`src/rtl/fast_inlier_counter_pkg.sv`:
```
// rtl/fast_inlier_counter_pkg.sv - ransac_fixed package: Q16.16 fixed type, inlier FSM states, saturating abs.
package ransac_fixed;

    localparam int FIXED_BITS      = 32;
    localparam int FIXED_FRAC_BITS = 16;

    typedef logic signed [FIXED_BITS-1:0] fixed_t;

    localparam fixed_t FIXED_MAX = {1'b0, {(FIXED_BITS-1){1'b1}}};
    localparam fixed_t FIXED_MIN = {1'b1, {(FIXED_BITS-1){1'b0}}};

    typedef enum logic {
        IDLE     = 1'b0,
        COUNTING = 1'b1
    } inlier_state_t;

    // The most-negative code has no positive twin, so it clamps to FIXED_MAX.
    function automatic fixed_t fixed_abs_sat(input fixed_t value);
        fixed_t result;
        if (value == FIXED_MIN) begin
            result = FIXED_MAX;
        end else if (value[FIXED_BITS-1]) begin
            result = -value;
        end else begin
            result = value;
        end
        return result;
    endfunction

endpackage

```
`src/rtl/fast_inlier_counter_fixed_abs_compare.sv`:
```
// rtl/fast_inlier_counter_fixed_abs_compare.sv - registered saturating |distance| <= threshold compare.
module fixed_abs_compare
    import ransac_fixed::*;
(
    input  logic   clock,
    input  logic   reset_n,
    input  logic   in_valid,
    input  logic   in_last,
    input  fixed_t distance,
    input  fixed_t threshold,
    output logic   out_valid,
    output logic   out_last,
    output logic   out_hit
);

    fixed_t abs_value;
    fixed_t bound;
    logic   valid_d, valid_q;
    logic   last_d, last_q;
    logic   hit_d, hit_q;

    always_comb begin
        abs_value = fixed_abs_sat(distance);
        // A negative bound collapses to zero so only an exact zero distance qualifies.
        bound     = threshold[FIXED_BITS-1] ? '0 : threshold;
        valid_d   = in_valid;
        last_d    = in_valid & in_last;
        hit_d     = in_valid & (abs_value <= bound);
    end

    always_ff @(posedge clock or negedge reset_n) begin
        if (!reset_n) begin
            valid_q <= 1'b0;
            last_q  <= 1'b0;
            hit_q   <= 1'b0;
        end else begin
            valid_q <= valid_d;
            last_q  <= last_d;
            hit_q   <= hit_d;
        end
    end

    assign out_valid = valid_q;
    assign out_last  = last_q;
    assign out_hit   = hit_q;

endmodule

```
`src/rtl/fast_inlier_counter.sv`:
```
// rtl/fast_inlier_counter.sv - per-hypothesis RANSAC inlier counter with held valid/ready result.
// Optional best-hypothesis tracking under RANSAC_INLIER_BEST_TRACK_EN.
module fast_inlier_counter
    import ransac_fixed::*;
#(
    parameter int count_bits      = 16,
    parameter int hypothesis_bits = 8
) (
    input  logic                       clock,
    input  logic                       reset_n,
    input  fixed_t                     distance,
    input  logic                       distance_valid,
    input  logic                       distance_last,
    input  logic [hypothesis_bits-1:0] hypothesis_id,
    input  fixed_t                     threshold,
    output logic [count_bits-1:0]      result_count,
    output logic [hypothesis_bits-1:0] result_id,
    output logic                       result_valid,
    input  logic                       result_ready,
    output logic                       busy,
    output logic                       overrun
`ifdef RANSAC_INLIER_BEST_TRACK_EN
    ,
    input  logic                       best_clear,
    output logic [count_bits-1:0]      best_count,
    output logic [hypothesis_bits-1:0] best_id
`endif
);

    inlier_state_t              state_d, state_q;
    fixed_t                     threshold_d, threshold_q;
    logic [hypothesis_bits-1:0] id_d, id_q;
    fixed_t                     threshold_eff;
    logic [hypothesis_bits-1:0] id_eff;

    // The first valid of a set uses the live inputs; later samples use the latched copies.
    always_comb begin
        state_d       = state_q;
        threshold_d   = threshold_q;
        id_d          = id_q;
        threshold_eff = (state_q == IDLE) ? threshold : threshold_q;
        id_eff        = (state_q == IDLE) ? hypothesis_id : id_q;
        case (state_q)
            IDLE: begin
                if (distance_valid) begin
                    threshold_d = threshold;
                    id_d        = hypothesis_id;
                    if (!distance_last) begin
                        state_d = COUNTING;
                    end
                end
            end
            COUNTING: begin
                if (distance_valid && distance_last) begin
                    state_d = IDLE;
                end
            end
            default: state_d = IDLE;
        endcase
    end

    logic                       s1_valid, s1_last, s1_hit;
    logic [hypothesis_bits-1:0] s1_id_d, s1_id_q;

    fixed_abs_compare u_abs_compare (
        .clock     (clock),
        .reset_n   (reset_n),
        .in_valid  (distance_valid),
        .in_last   (distance_last),
        .distance  (distance),
        .threshold (threshold_eff),
        .out_valid (s1_valid),
        .out_last  (s1_last),
        .out_hit   (s1_hit)
    );

    // The id rides alongside stage 1 so a set starting right after a last cannot clobber it.
    assign s1_id_d = distance_valid ? id_eff : s1_id_q;

    logic [count_bits-1:0]      counter_d, counter_q;
    logic [count_bits-1:0]      count_sum;
    logic                       new_result;
    logic [count_bits-1:0]      result_count_d, result_count_q;
    logic [hypothesis_bits-1:0] result_id_d, result_id_q;
    logic                       result_valid_d, result_valid_q;
    logic                       overrun_d, overrun_q;

    always_comb begin
        count_sum      = (&counter_q) ? counter_q
                                      : counter_q + {{(count_bits-1){1'b0}}, s1_hit};
        new_result     = s1_valid & s1_last;
        counter_d      = counter_q;
        result_count_d = result_count_q;
        result_id_d    = result_id_q;
        if (s1_valid) begin
            counter_d = s1_last ? '0 : count_sum;
        end
        if (new_result) begin
            result_count_d = count_sum;
            result_id_d    = s1_id_q;
        end
        result_valid_d = new_result | (result_valid_q & ~result_ready);
        overrun_d      = overrun_q | (new_result & result_valid_q & ~result_ready);
    end

    always_ff @(posedge clock or negedge reset_n) begin
        if (!reset_n) begin
            state_q        <= IDLE;
            threshold_q    <= '0;
            id_q           <= '0;
            s1_id_q        <= '0;
            counter_q      <= '0;
            result_count_q <= '0;
            result_id_q    <= '0;
            result_valid_q <= 1'b0;
            overrun_q      <= 1'b0;
        end else begin
            state_q        <= state_d;
            threshold_q    <= threshold_d;
            id_q           <= id_d;
            s1_id_q        <= s1_id_d;
            counter_q      <= counter_d;
            result_count_q <= result_count_d;
            result_id_q    <= result_id_d;
            result_valid_q <= result_valid_d;
            overrun_q      <= overrun_d;
        end
    end

    assign result_count = result_count_q;
    assign result_id    = result_id_q;
    assign result_valid = result_valid_q;
    assign overrun      = overrun_q;
    assign busy         = (state_q == COUNTING);

`ifdef RANSAC_INLIER_BEST_TRACK_EN
    logic [count_bits-1:0]      best_count_d, best_count_q;
    logic [hypothesis_bits-1:0] best_id_d, best_id_q;

    // Strictly-greater keeps the earlier hypothesis on ties; clear beats a same-cycle update.
    always_comb begin
        best_count_d = best_count_q;
        best_id_d    = best_id_q;
        if (best_clear) begin
            best_count_d = '0;
            best_id_d    = '0;
        end else if (new_result && (count_sum > best_count_q)) begin
            best_count_d = count_sum;
            best_id_d    = s1_id_q;
        end
    end

    always_ff @(posedge clock or negedge reset_n) begin
        if (!reset_n) begin
            best_count_q <= '0;
            best_id_q    <= '0;
        end else begin
            best_count_q <= best_count_d;
            best_id_q    <= best_id_d;
        end
    end

    assign best_count = best_count_q;
    assign best_id    = best_id_q;
`endif

endmodule
```
`config.mk`:
```
export PLATFORM = sky130hd
export DESIGN_NAME = fast_inlier_counter
export DESIGN_NICKNAME = d
export VERILOG_FILES = /design/src/rtl/fast_inlier_counter_pkg.sv /design/src/rtl/fast_inlier_counter_fixed_abs_compare.sv /design/src/rtl/fast_inlier_counter.sv
export SDC_FILE = /design/constraint.sdc
export NUM_CORES = 1
export LEC_CHECK = 0
export CAP_MARGIN = 20
export CORE_ASPECT_RATIO = 1.1
export CORE_MARGIN = 3
export CORE_UTILIZATION = 50
export DETAILED_ROUTE_END_ITERATION = 10
export GPL_TIMING_DRIVEN = 0
export PLACE_DENSITY = 0.82
export SLEW_MARGIN = 20
export SYNTH_ARGS = -nofsm -noshare
export SYNTH_HDL_FRONTEND = slang
export SYNTH_HIERARCHICAL = 1
export SYNTH_SLANG_ARGS = --single-unit
export TNS_END_PERCENT = 30
```
`constraint.sdc`:
```
create_clock -name clock -period 7.6 [get_ports clock]
set_input_delay 1.52 -clock clock [delete_from_list [all_inputs] [get_ports clock]]
set_output_delay 1.52 -clock clock [all_outputs]
set_load 0.02 [all_outputs]
```
Yosys cells after proc, flatten, opt, wreduce, memory -nomap -nowiden

Index checks and enable logic that the tools add are counted.
Widths: inputs -> output; s select.

Add/sub/neg operators: 2
Order comparisons: 1
Equality and inequality tests: 1
Mux-type cells: 11
Bitwise operators: 10
Reduce and logical (&&, ||, !) cells: 3

Operators with widths:

| kind                 | count |
|---|---|
| $mux 32              | 3 |
| $eq 32x32->1 const B | 1 |
| $le 32x32->1         | 1 |
| $mux 16              | 2 |
| $neg 32->32          | 1 |
| $mux 31              | 1 |
| $add 16x1->16        | 1 |
| $reduce_and 16->1    | 1 |
| $mux 8               | 1 |
| $and 1x1->1          | 6 |
| $mux 1               | 3 |
| $not 1->1            | 2 |
| $or 1x1->1           | 2 |
| $pmux 1 s2           | 1 |
| $reduce_and 2->1     | 1 |
| $logic_and 1x1->1    | 1 |

Bits in registers: 94
Input bits: 77

Longest topological paths before layout

Depth in word-level cells: 5
Depth in mapped cells: 13

By module

The synthesis kept the hierarchy.

Modules (own cells, without submodules):

| module              | times used | cells an instance | area each (µm²) | seq. area each (µm²) |
|---|---|---|---|---|
| fast_inlier_counter | 1          | 406               | 4486.8          | 2277.2 |
| fixed_abs_compare   | 1          | 249               | 1854.3          | 75.1 |

Worst setup path after synthesis

OpenSTA, ideal clock, no wires.

Path type: in2reg
From: in distance[15]
To: reg u_abs_compare.hit_q (netlist: u_abs_compare/out_hit)
Library setup time: 0.066 ns
Arrival time: 4.710 ns
Setup slack: 2.824 ns
Stages on the path: 13
Buffers on the path: 2
Cell sequence: or4_4 -> or4_4 -> buf_6 -> or3_4 -> buf_6 -> o21ai_1 -> mux2i_1 -> ha_1 -> a21oi_1 -> a21oi_1 -> or3_1 -> a2111o_1 -> nand2_1

Longest elaborated chain between the ends: 5

Ends and longest elaborated chain:

| item                    | line                                        | text |
|---|---|---|
| from (decl)             | fast_inlier_counter.sv:11                   | `input fixed_t distance,` |
| $neg 32->32             | fast_inlier_counter_pkg.sv:23               | `result = -value;` |
| $mux 32                 | fast_inlier_counter_pkg.sv:22               | `end else if (value[FIXED_BITS-1]) begin` |
| $mux 32 (*)             | fast_inlier_counter_pkg.sv:20               | `if (value == FIXED_MIN) begin` |
| $le 32x32->1 (*)        | fast_inlier_counter_fixed_abs_compare.sv:28 | `hit_d = in_valid & (abs_value <= bound);` |
| $and 1x1->1 (*)         | fast_inlier_counter_fixed_abs_compare.sv:28 |  |
| net u_abs_compare.hit_d | fast_inlier_counter_fixed_abs_compare.sv:20 | `logic hit_d, hit_q;` |
| to (signal assigned)    | fast_inlier_counter_fixed_abs_compare.sv:39 | `hit_q <= hit_d;` |
| to (decl)               | fast_inlier_counter_fixed_abs_compare.sv:20 |  |

Mark *: on every way through the listed nets, which the timed path passes. The rest lies on a longest branch.
A chain may end at the register's enable or synchronous reset.

Final worst setup path

Ends and elaborated chain as after synthesis.

==> metrics.md <==
| Metric | Value |
|---|---|
| Drt drc | 0 |
| Setup Fix Bufs, Post-CTS | 0 |
| Yosys synthesis warning count | 6 |
| Syn Std Cell Area | about 6300 um^2 |
| CTS Root Cell | clkbuf_16 |
| Seq cells post-synth | between 90 and 100 |
| Lkg Pwr | 3.250 nW |
| Die Y | around 120 um |
| Crit path kind | input port to flip-flop |
| Count leader, synth | dfrtp_1 |
| Worst-Margin Slew | roughly 0.7 ns |
| First-pass GRT wire length | roughly 26000 um |
| RSZ-0062 raised after global routing | false |
| Hold Path End | result_id[7] |
| Share of layout cells above drive strength 1 | between 10% and 20% |
| Worst flop-to-flop path endpoint | u_abs_compare/out_hit |
| Reg clk slew, reported paths | 0.07 ns |
| Final period demand of the worst path | 5.405 ns |
| Clk_lat worst skew | 0.35 ns |
| Die width | 113.4 um |
| Final slew viol count | 0 |
| Die area | 14070 um^2 |
| Top cells by count, synth | dfrtp_1 (94), nand2_1 (75), mux2_2 (72), nand2b_1 (35), ha_1 (34) |
| TritonCTS clock tree | built |
| Hold path start | result_id[7] |
| Met1 Wirelength | around 6600 um |
| Number of enable flip-flop cells after synthesis | 0 |
| # setup viols final | 0 |
| Worst reg-to-reg path cell count | 10 |
| Top cell type's share of synthesized area | 37.10% |
| Routed Antenna Nets | 0 |
| Startpoint Class | input port |
| DR vias | 5413 |
| Initial antenna violation count | 0 |
| Slew HR | 52.85% |
| DP Area | 7584 um^2 |
| Vias/cell | 5.833 |
| # resized after CTS | 0 |
| # port buffers | 102 |
| # IOs | 104 |
| Cell Rows | 42 |
| FF-to-FF setup slack | 4.39 ns |
| PwrDens | 205.8 nW/um^2 |
| Core ar. | around 12000 um^2 |
| Clock buffer count from CTS | 9 |
| Avg Inst Size Synth | 9.681 um^2 |
| Gr ovfl total | 0 |
| Max H-tree Level | 3 |
| CTS sink cnt | 94 |
| Final Cell Area | 7925 um^2 |
| Met3 wire length | approximately 840 um |
| Synth area leader | dfrtp_1 |
| Synthesized Nets | 766 |
| Setup TNS Final | 0 ns |
| Fmax achieved | about 0.19 GHz |
| Synth area leaders | dfrtp_1 (37%), mux2_2 (13%), ha_1 (6.7%) |
| Initial cell density of the core | between 50 and 60% |
| Area Growth Syn to Fin | 24.98% |
| Max Used Layer | met4 |
| Total Routed Length | roughly 16000 um |
| Most common flop cell mapped by yosys | dfrtp_1 |
| Final Hold Viols | 0 |
| Clk_skew | 0.006994 ns |
| Required @ worst endpoint | just under 8 ns |
| CP Max Fanout | 6 |
| CP arrival | 5.68 ns |
| Final period utilization | 71.12% |
| Distinct cell type count after synthesis | 64 |
| IR drop worst, VDD | 0.1307 mV |
| Final #Nets | 880 |
| DRT Pass-1 Iters | 6 |
| Clk buf depth | 2 |
| Status | complete, no violations |
| Vias in the first global route | 5341 |
| Total track usage | 22.51% |
| RePlAce Congestion | around 0.95 |
| Ant. Diodes | 0 |
| Share of flip-flops with an asynchronous set or reset | 100.0% |
| HPWL after DPL | 12150 um |
| Cts hold-fix bufs | 0 |
| Sequential-to-total area share from yosys stat | 37.10% |
| Initial DRC count | 263 |
| Synth Instances | around 660 |
| Per-cell routed wire length | 16.78 um |
| Pin count of the biggest net entering global routing | 73 |
| Hold Path Class | flip-flop to flip-flop |
| Routed met2 length | a little under 8000 um |
| Max-Cap Viols | 0 |
| Setup crit end kind | flip-flop |
| Hold Path Stages | 2 |
[worst max-delay path, stage by stage]
cell and delay (ns):
clkdlybuf4s50_1 0.49, or4_4 0.59, or4_4 0.43, buf_6 0.15
or3_4 0.38, buf_6 0.14, a211oi_1 0.22, a31oi_1 0.08
ha_1 0.33, nand4_1 0.21, nor4_1 0.69, and4_1 0.30
a311oi_1 0.05, nand2_1 0.10
[kinds of logic (layout without fill, tap and decap cells)]
logic type / Yosys count / after routing / synth area share [%]
compound gates: 123 / 123 / 13.48
xor+xnor: 18 / 18 / 2.486
fa+ha+maj: 34 / 34 / 6.709
buf+inv: 53 / 172 / 3.571
flops: 94 / 94 / 37.10
mux: 86 / 86 / 15.00
simple gates: 247 / 247 / 21.67
[registers in the layout, summed over array words and instances (netlist names), 8 cells and up, named ones only]
signal,cells
counter_q,16
id_q,8
result_count,16
result_id,8
s1_id_q,8
threshold_q,32
[power breakdown]
part	internal, W	total [W]	leakage [nW]	switching [W]
Clock	0.000310	0.000508	0.168	0.000198
Combinational	0.000249	0.000486	1.93	0.000238
Sequential	0.000586	0.000636	1.15	0.0000501
Total	0.00114	0.00163	3.25	0.000486
[cell usage in the layout, fill, tap and decap left out, types with 8 or more instances in the layout]
cell type        count
a21oi_1             30
a31oi_1             10
clkbuf_1            30
clkbuf_16            9
clkdlybuf4s50_1    101
dfrtp_1             94
ha_1                34
inv_1                9
mux2_2              72
mux2i_1             14
nand2_1             75
nand2b_1            35
nand3_1             11
nand4_1             13
nor2_1              33
nor2b_1              8
nor4_1              11
o21ai_0             15
o21ai_1              8
o31ai_1             14
or3_1               17
xor2_1              17
[worst max-delay path by stage]
stage | from | end | slack, ns | depth (start not counted)
finish | distance[15] | u_abs_compare/out_hit | 2.19 | 14
floorplan | distance[15] | u_abs_compare/out_hit | 2.82 | 13
CTS | distance[15] | u_abs_compare/out_hit | 2.18 | 14
global route | distance[15] | u_abs_compare/out_hit | 1.98 | 14
global placement | reset_n | threshold_q[13] | 1.69 | 1
detailed placement | distance[15] | u_abs_compare/out_hit | 1.83 | 14
[layer usage]
layer	GRT usage, %	vias to the layer above
met5	0	-
li1	-	2643
met2	40.15	175
met4	7.213	0
met3	4.179	24
met1	27.62	2571
[layout make-up]
type	count	area [um^2]
buffer	42	185.2
clock buffer	11	252.7
clock inverter	5	88.84
fill	1021	4267
inverter	11	41.29
multi-input combinational	508	3762
sequential	94	2352
tap	154	192.7
timing repair buffer	103	1050
[through the flow]
step | setup slack (ns) | cells | power (W) | hold WS, ns | util (%)
after global routing | 1.981 | 928 | 0.001719 | 0.5043 | 65.00
final | 2.195 | 928 | 0.001631 | 0.4754 | 65.00
after floorplan | 2.824 | 655 | 0.0009401 | 0.4397 | -
after global placement | 1.692 | 911 | 0.001102 | 0.4569 | 61.97
after detailed placement | 1.833 | 912 | 0.001131 | 0.4570 | 62.20
after CTS | 2.180 | 928 | 0.001640 | 0.4757 | 65.00
(Power assumes the default switching activity.)
==> RTL edit 1 (same settings) <==
Take the reset off `id_q` and `result_id_q` and load them in a clocked block of their own.
--- a/src/rtl/fast_inlier_counter.sv
+++ b/src/rtl/fast_inlier_counter.sv
@@ -107,24 +107,25 @@
         if (!reset_n) begin
             state_q        <= IDLE;
             threshold_q    <= '0;
-            id_q           <= '0;
             s1_id_q        <= '0;
             counter_q      <= '0;
             result_count_q <= '0;
-            result_id_q    <= '0;
             result_valid_q <= 1'b0;
             overrun_q      <= 1'b0;
         end else begin
             state_q        <= state_d;
             threshold_q    <= threshold_d;
-            id_q           <= id_d;
             s1_id_q        <= s1_id_d;
             counter_q      <= counter_d;
             result_count_q <= result_count_d;
-            result_id_q    <= result_id_d;
             result_valid_q <= result_valid_d;
             overrun_q      <= overrun_d;
         end
+    end
+
+    always_ff @(posedge clock) begin
+        id_q        <= id_d;
+        result_id_q <= result_id_d;
     end
 
     assign result_count = result_count_q;
Behaviour: differs if reset_n is asserted again (counterexample within 4 cycles, from zero or initial values and one cycle with reset_n low); with reset_n held inactive, the same outputs for 4 cycles.
==> RTL edit 1 against the original RTL <==
Synthesized area fell by 1.8%. Non-clock buffer count rose by 1. Final cell count down 3.3%. Total power shrank 6.8%. Final area down 2.0%. Setup slack lost 0.17 ns. Routed wire length grew 1.8%. Fmax fell by 3.1%. Core utilization decreased by 0.73 points. Sequential cell count did not move. Hold slack worse by 0.022 ns. Largest power group unchanged.
==> RTL edit 1: results (changes against the original RTL) <==
- Status: complete, no violations
- Switching Fraction: 29.5% (-0.34 points)
- Filler Cells Inserted: 985 (-3.5%)
- Asr flop ratio synth: 83.0% (-17 points)
- Metal3 WL: 753 um (-10%)
- Net Count, Synth: 735 (-4.0%)
- Leak: 3.05 nW (-6.1%)
- Share of cells above drive strength 1: 15.1% (+0.087 points)
- Vias per inst: 5.89 (+1.0%)
- Worst hold start: s1_id_q[2]
- Routed WL: 15,900 um (+1.8%)
- Tot GR Track Use: 23.1% (+0.58 points)
- EDFF count, synth: 16 (+16)
- Worst Max-Slew Pin Slew: 0.911 ns (+0.210 ns)
- R2R Setup Slk: 4.24 ns (-0.15 ns)
- GP Congestion: 0.931 (-2.4%)
- Max reg flops: 32 (unchanged)
- Hold EP: result_id[2]
- M2 GR Usage: 42.4% (+2.3 points)
- Clock Skew: 0.00796 ns (+0.000970 ns)
- Hold Path Cell Cnt: 0 (-2)
- Met3 Resource Use GR: 4.16% (-0.018 points)
- Number of DRC markers in iteration 0: 367 (+40%)
- Sequential share of power: 41.0% (+2.0 points)
- Grt met1 use: 28.0% (+0.39 points)
- CP peak stage delay: 0.72 ns (+0.03 ns)
- Synth cell types: 67 (+4.7%)
- First-pass GRT wire length: 26,000 um (+0.94%)
- Hpwl dp: 12,300 um (+1.1%)
- Hold_ws: 0.453 ns (-0.0220 ns)
- Met2 WL: 8310 um (+5.4%)
- Worst endpoint data arrival time: 5.84 ns (+0.16 ns)
- Metal-1 WL: 6550 um (-0.33%)
- Nets@finish: 849 (-3.5%)
- Vias in the first global route: 5,380 (+0.73%)
- DRT Pass-1 Iters: 7 (+1)
- Max IR drop VDD: 0.000154 V (+18%)
RTL edit 1: through the flow:
step                power [mW]  std cells  area, sq um  setup WS [ns]  util (%)
floorplan                0.900        624         6230           2.82         -
CTS                       1.53        897         7770           2.07      64.3
global route              1.60        897         7770           1.79      64.3
finish                    1.52        897         7770           2.02      64.3
global placement          1.04        880         7440           1.85      61.6
detailed placement        1.07        881         7470           1.73      61.8
RTL edit 1: final cells by class:
class	instances	area, sq um	share of cell area, %
timing repair buffer	103	1050	13.5
tap	154	193	2.48
buffer	43	200	2.58
multi-input combinational	476	3550	45.7
clock buffer	11	243	3.12
sequential	94	2430	31.3
inverter	11	41.3	0.531
clock inverter	5	60.1	0.773
RTL edit 1: logic make-up after synthesis:
group,after synthesis,share of synthesized area (%)
flip-flops,94,39.1
adder cells (fa/ha/maj),34,6.83
multiplexers,78,13.8
AO/OA/AOI/OAI,123,13.7
XOR/XNOR,18,2.53
AND/OR/NAND/NOR,223,20.2
buffers and inverters,54,3.88
==> RTL edit 2 (config.mk and constraints unchanged) <==
Without the edit above. Set the parameter `count_bits` to 32 (it was 16).
--- a/src/rtl/fast_inlier_counter.sv
+++ b/src/rtl/fast_inlier_counter.sv
@@ -3,7 +3,7 @@
 module fast_inlier_counter
     import ransac_fixed::*;
 #(
-    parameter int count_bits      = 16,
+    parameter int count_bits      = 32,
     parameter int hypothesis_bits = 8
 ) (
     input  logic                       clock,
Ports: changed (resized result_count); port bits go from 104 to 120. No check against the original RTL was run, so the function may have changed too.
==> RTL edit 2 against the original RTL <==
Sequential cell count is 32 higher. Setup slack better by 0.19 ns. Hold slack better by 0.0029 ns. Die area is 28% higher. Synthesized area is 30% higher. Largest cell class unchanged. Largest power group unchanged. Final area is 29% higher. Routed wire length is 40% higher. Total power is 35% higher.
==> RTL edit 2: results (changes against the original RTL) <==
- Status: complete, no violations
- Clk buf depth: 2 (unchanged)
- Clock slew at reported path FFs: 0.05 ns (-0.02 ns)
- Asr flop ratio synth: 100% (unchanged)
- Number of DRC markers in iteration 0: 429 (+63%)
- N_diodes: 0 (unchanged)
- GP Congestion: 0.946 (-0.76%)
- MaxCap Viol Count: 0 (unchanged)
- CTS HTree Levels: 4 (+1)
- Net Count, Synth: 978 (+28%)
- Setup Fix Bufs, Post-CTS: 0 (unchanged)
- Hpwl dp: 16,000 um (+32%)
- Clock Skew: 0.0114 ns (+0.00440 ns)
- Share of cells above drive strength 1: 14.3% (-0.73 points)
- Worst slack, placed: 1.99 ns (+0.157 ns)
- Ys Warns: 6 (unchanged)
- Port bufs: 118 (+16%)
- Critical-path maximum fanout: 6 (unchanged)
- Register area share after synthesis: 38.3% (+1.2 points)
- First-pass GRT wire length: 35,600 um (+38%)
- Leak: 4.16 nW (+28%)
- Int Pwr: 1.53 mW (+34%)
- Worst endpoint data arrival time: 5.56 ns (-0.12 ns)
- WL/cell: 17.9 um (+6.6%)
- Vias in the first global route: 7,192 (+35%)
- Nets@finish: 1,116 (+27%)
- Tot GR Track Use: 24.4% (+1.9 points)
- Largest net degree at the start of global routing: 74 (+1.4%)
- Initial antenna violation count: 1 (+1)
- Worst Max-Slew Pin Slew: 0.923 ns (+0.222 ns)
- Clk_lat worst skew: 0.42 ns (+0.07 ns)
- Commonest cells post-synth: 126 x dfrtp_1, 93 x nand2_1, 72 x mux2_2, 51 x nor2_1, 46 x o21ai_0
- Hold Crit Class: reg -> reg
- DR vias: 7,261 (+34%)
- Synth cell types: 73 (+14%)
- Cells resized by post-CTS repair: 0 (unchanged)
- Main area contributors after synthesis: dfrtp_1 38%, mux2_2 9.9%, ha_1 5.2%
- Max IR drop VDD: 0.000138 V (+5.7%)
- TritonCTS Buffers: 17 (+8)
- CTS root buf: clkbuf_16
- DRT Pass-1 Iters: 6 (unchanged)
-- RTL edit 2: cell types whose count changed after synthesis, moves of 11 or more --
| cell | change |
|---|---|
| o211ai_1 | +11 |
| nand3_1 | +15 |
| or3_1 | +11 |
| dfrtp_1 | +32 |
| nand2_1 | +18 |
| o21ai_0 | +31 |
| nor2_1 | +18 |
| xnor2_1 | +13 |
-- RTL edit 2: cell type report --
class | instances | area, sq um
Buffer | 63 | 298
Clock buffer | 21 | 470
Clock inverter | 10 | 90.1
Fill cell | 1283 | 5660
Inverter | 13 | 48.8
Multi-Input combinational cell | 665 | 4730
Sequential cell | 126 | 3150
Tap cell | 200 | 250
Timing Repair Buffer | 119 | 1210
-- RTL edit 2: kinds of logic after synthesis --
family / after synthesis / share of synthesized area (%)
and+or+nand+nor: 335 / 22.0
AOI/OAI and AO/OA: 175 / 15.0
DFF: 126 / 38.3
muxes: 89 / 11.9
buffers and inverters: 76 / 4.21
adders and majority gates: 34 / 5.17
xor gates and xnor gates: 32 / 3.41
-- RTL edit 2: power groups by stage --
stage          sequential, mW  clock, mW  combinational [mW]
6_report                0.828      0.771               0.604
4_1_cts                 0.827      0.783               0.603
5_1_grt                 0.839      0.813               0.662
2_1_floorplan           0.867          0               0.334
3_5_place_dp            0.837          0               0.599
3_3_place_gp            0.833          0               0.579
-- RTL edit 2: final timing paths --
kind	startpoint	end	slack [ns]	cells past startpoint
setup reg to reg	flop	u_abs_compare/out_hit	4.44	10
hold reg to reg	result_count[14]	result_count[14]	0.48	2
hold / removal	result_count[14]	result_count[14]	0.48	2
setup / recovery	distance[15]	u_abs_compare/out_hit	2.38	14
min in group asynchronous	reset_n	result_count[12]	1.00	1
max in group asynchronous	reset_n	threshold_q[30]	5.87	2
-- RTL edit 2: metrics by stage --
stage | instances | cell area, sq um | power, mW
final | 1217 | 10300 | 2.20
after global routing | 1217 | 10300 | 2.31
after CTS | 1217 | 10300 | 2.21
after detailed placement | 1186 | 9690 | 1.44
after global placement | 1185 | 9660 | 1.41
after floorplan | 867 | 8230 | 1.20
-- RTL edit 2: routing by layer --
metal,vias to the layer above,part of all wire (%),track usage [%],routed length [um]
met1,3524,42,30.0,9080
met4,2,2.3,8.55,495
met3,38,5.3,6.10,1150
met5,-,0.083,0,18
li1,3461,-,-,-
met2,236,51,41.6,11000
-- RTL edit 2: critical path, cell delays in order --
cell	delay, ns
clkdlybuf4s50_1	0.50
or4_4	0.59
or4_4	0.42
buf_6	0.15
or3_4	0.38
buf_6	0.14
o21ai_1	0.15
mux2i_1	0.23
ha_1	0.28
a21oi_1	0.16
a21oi_1	0.10
or3_1	0.42
a2111o_1	0.44
nand2_1	0.09
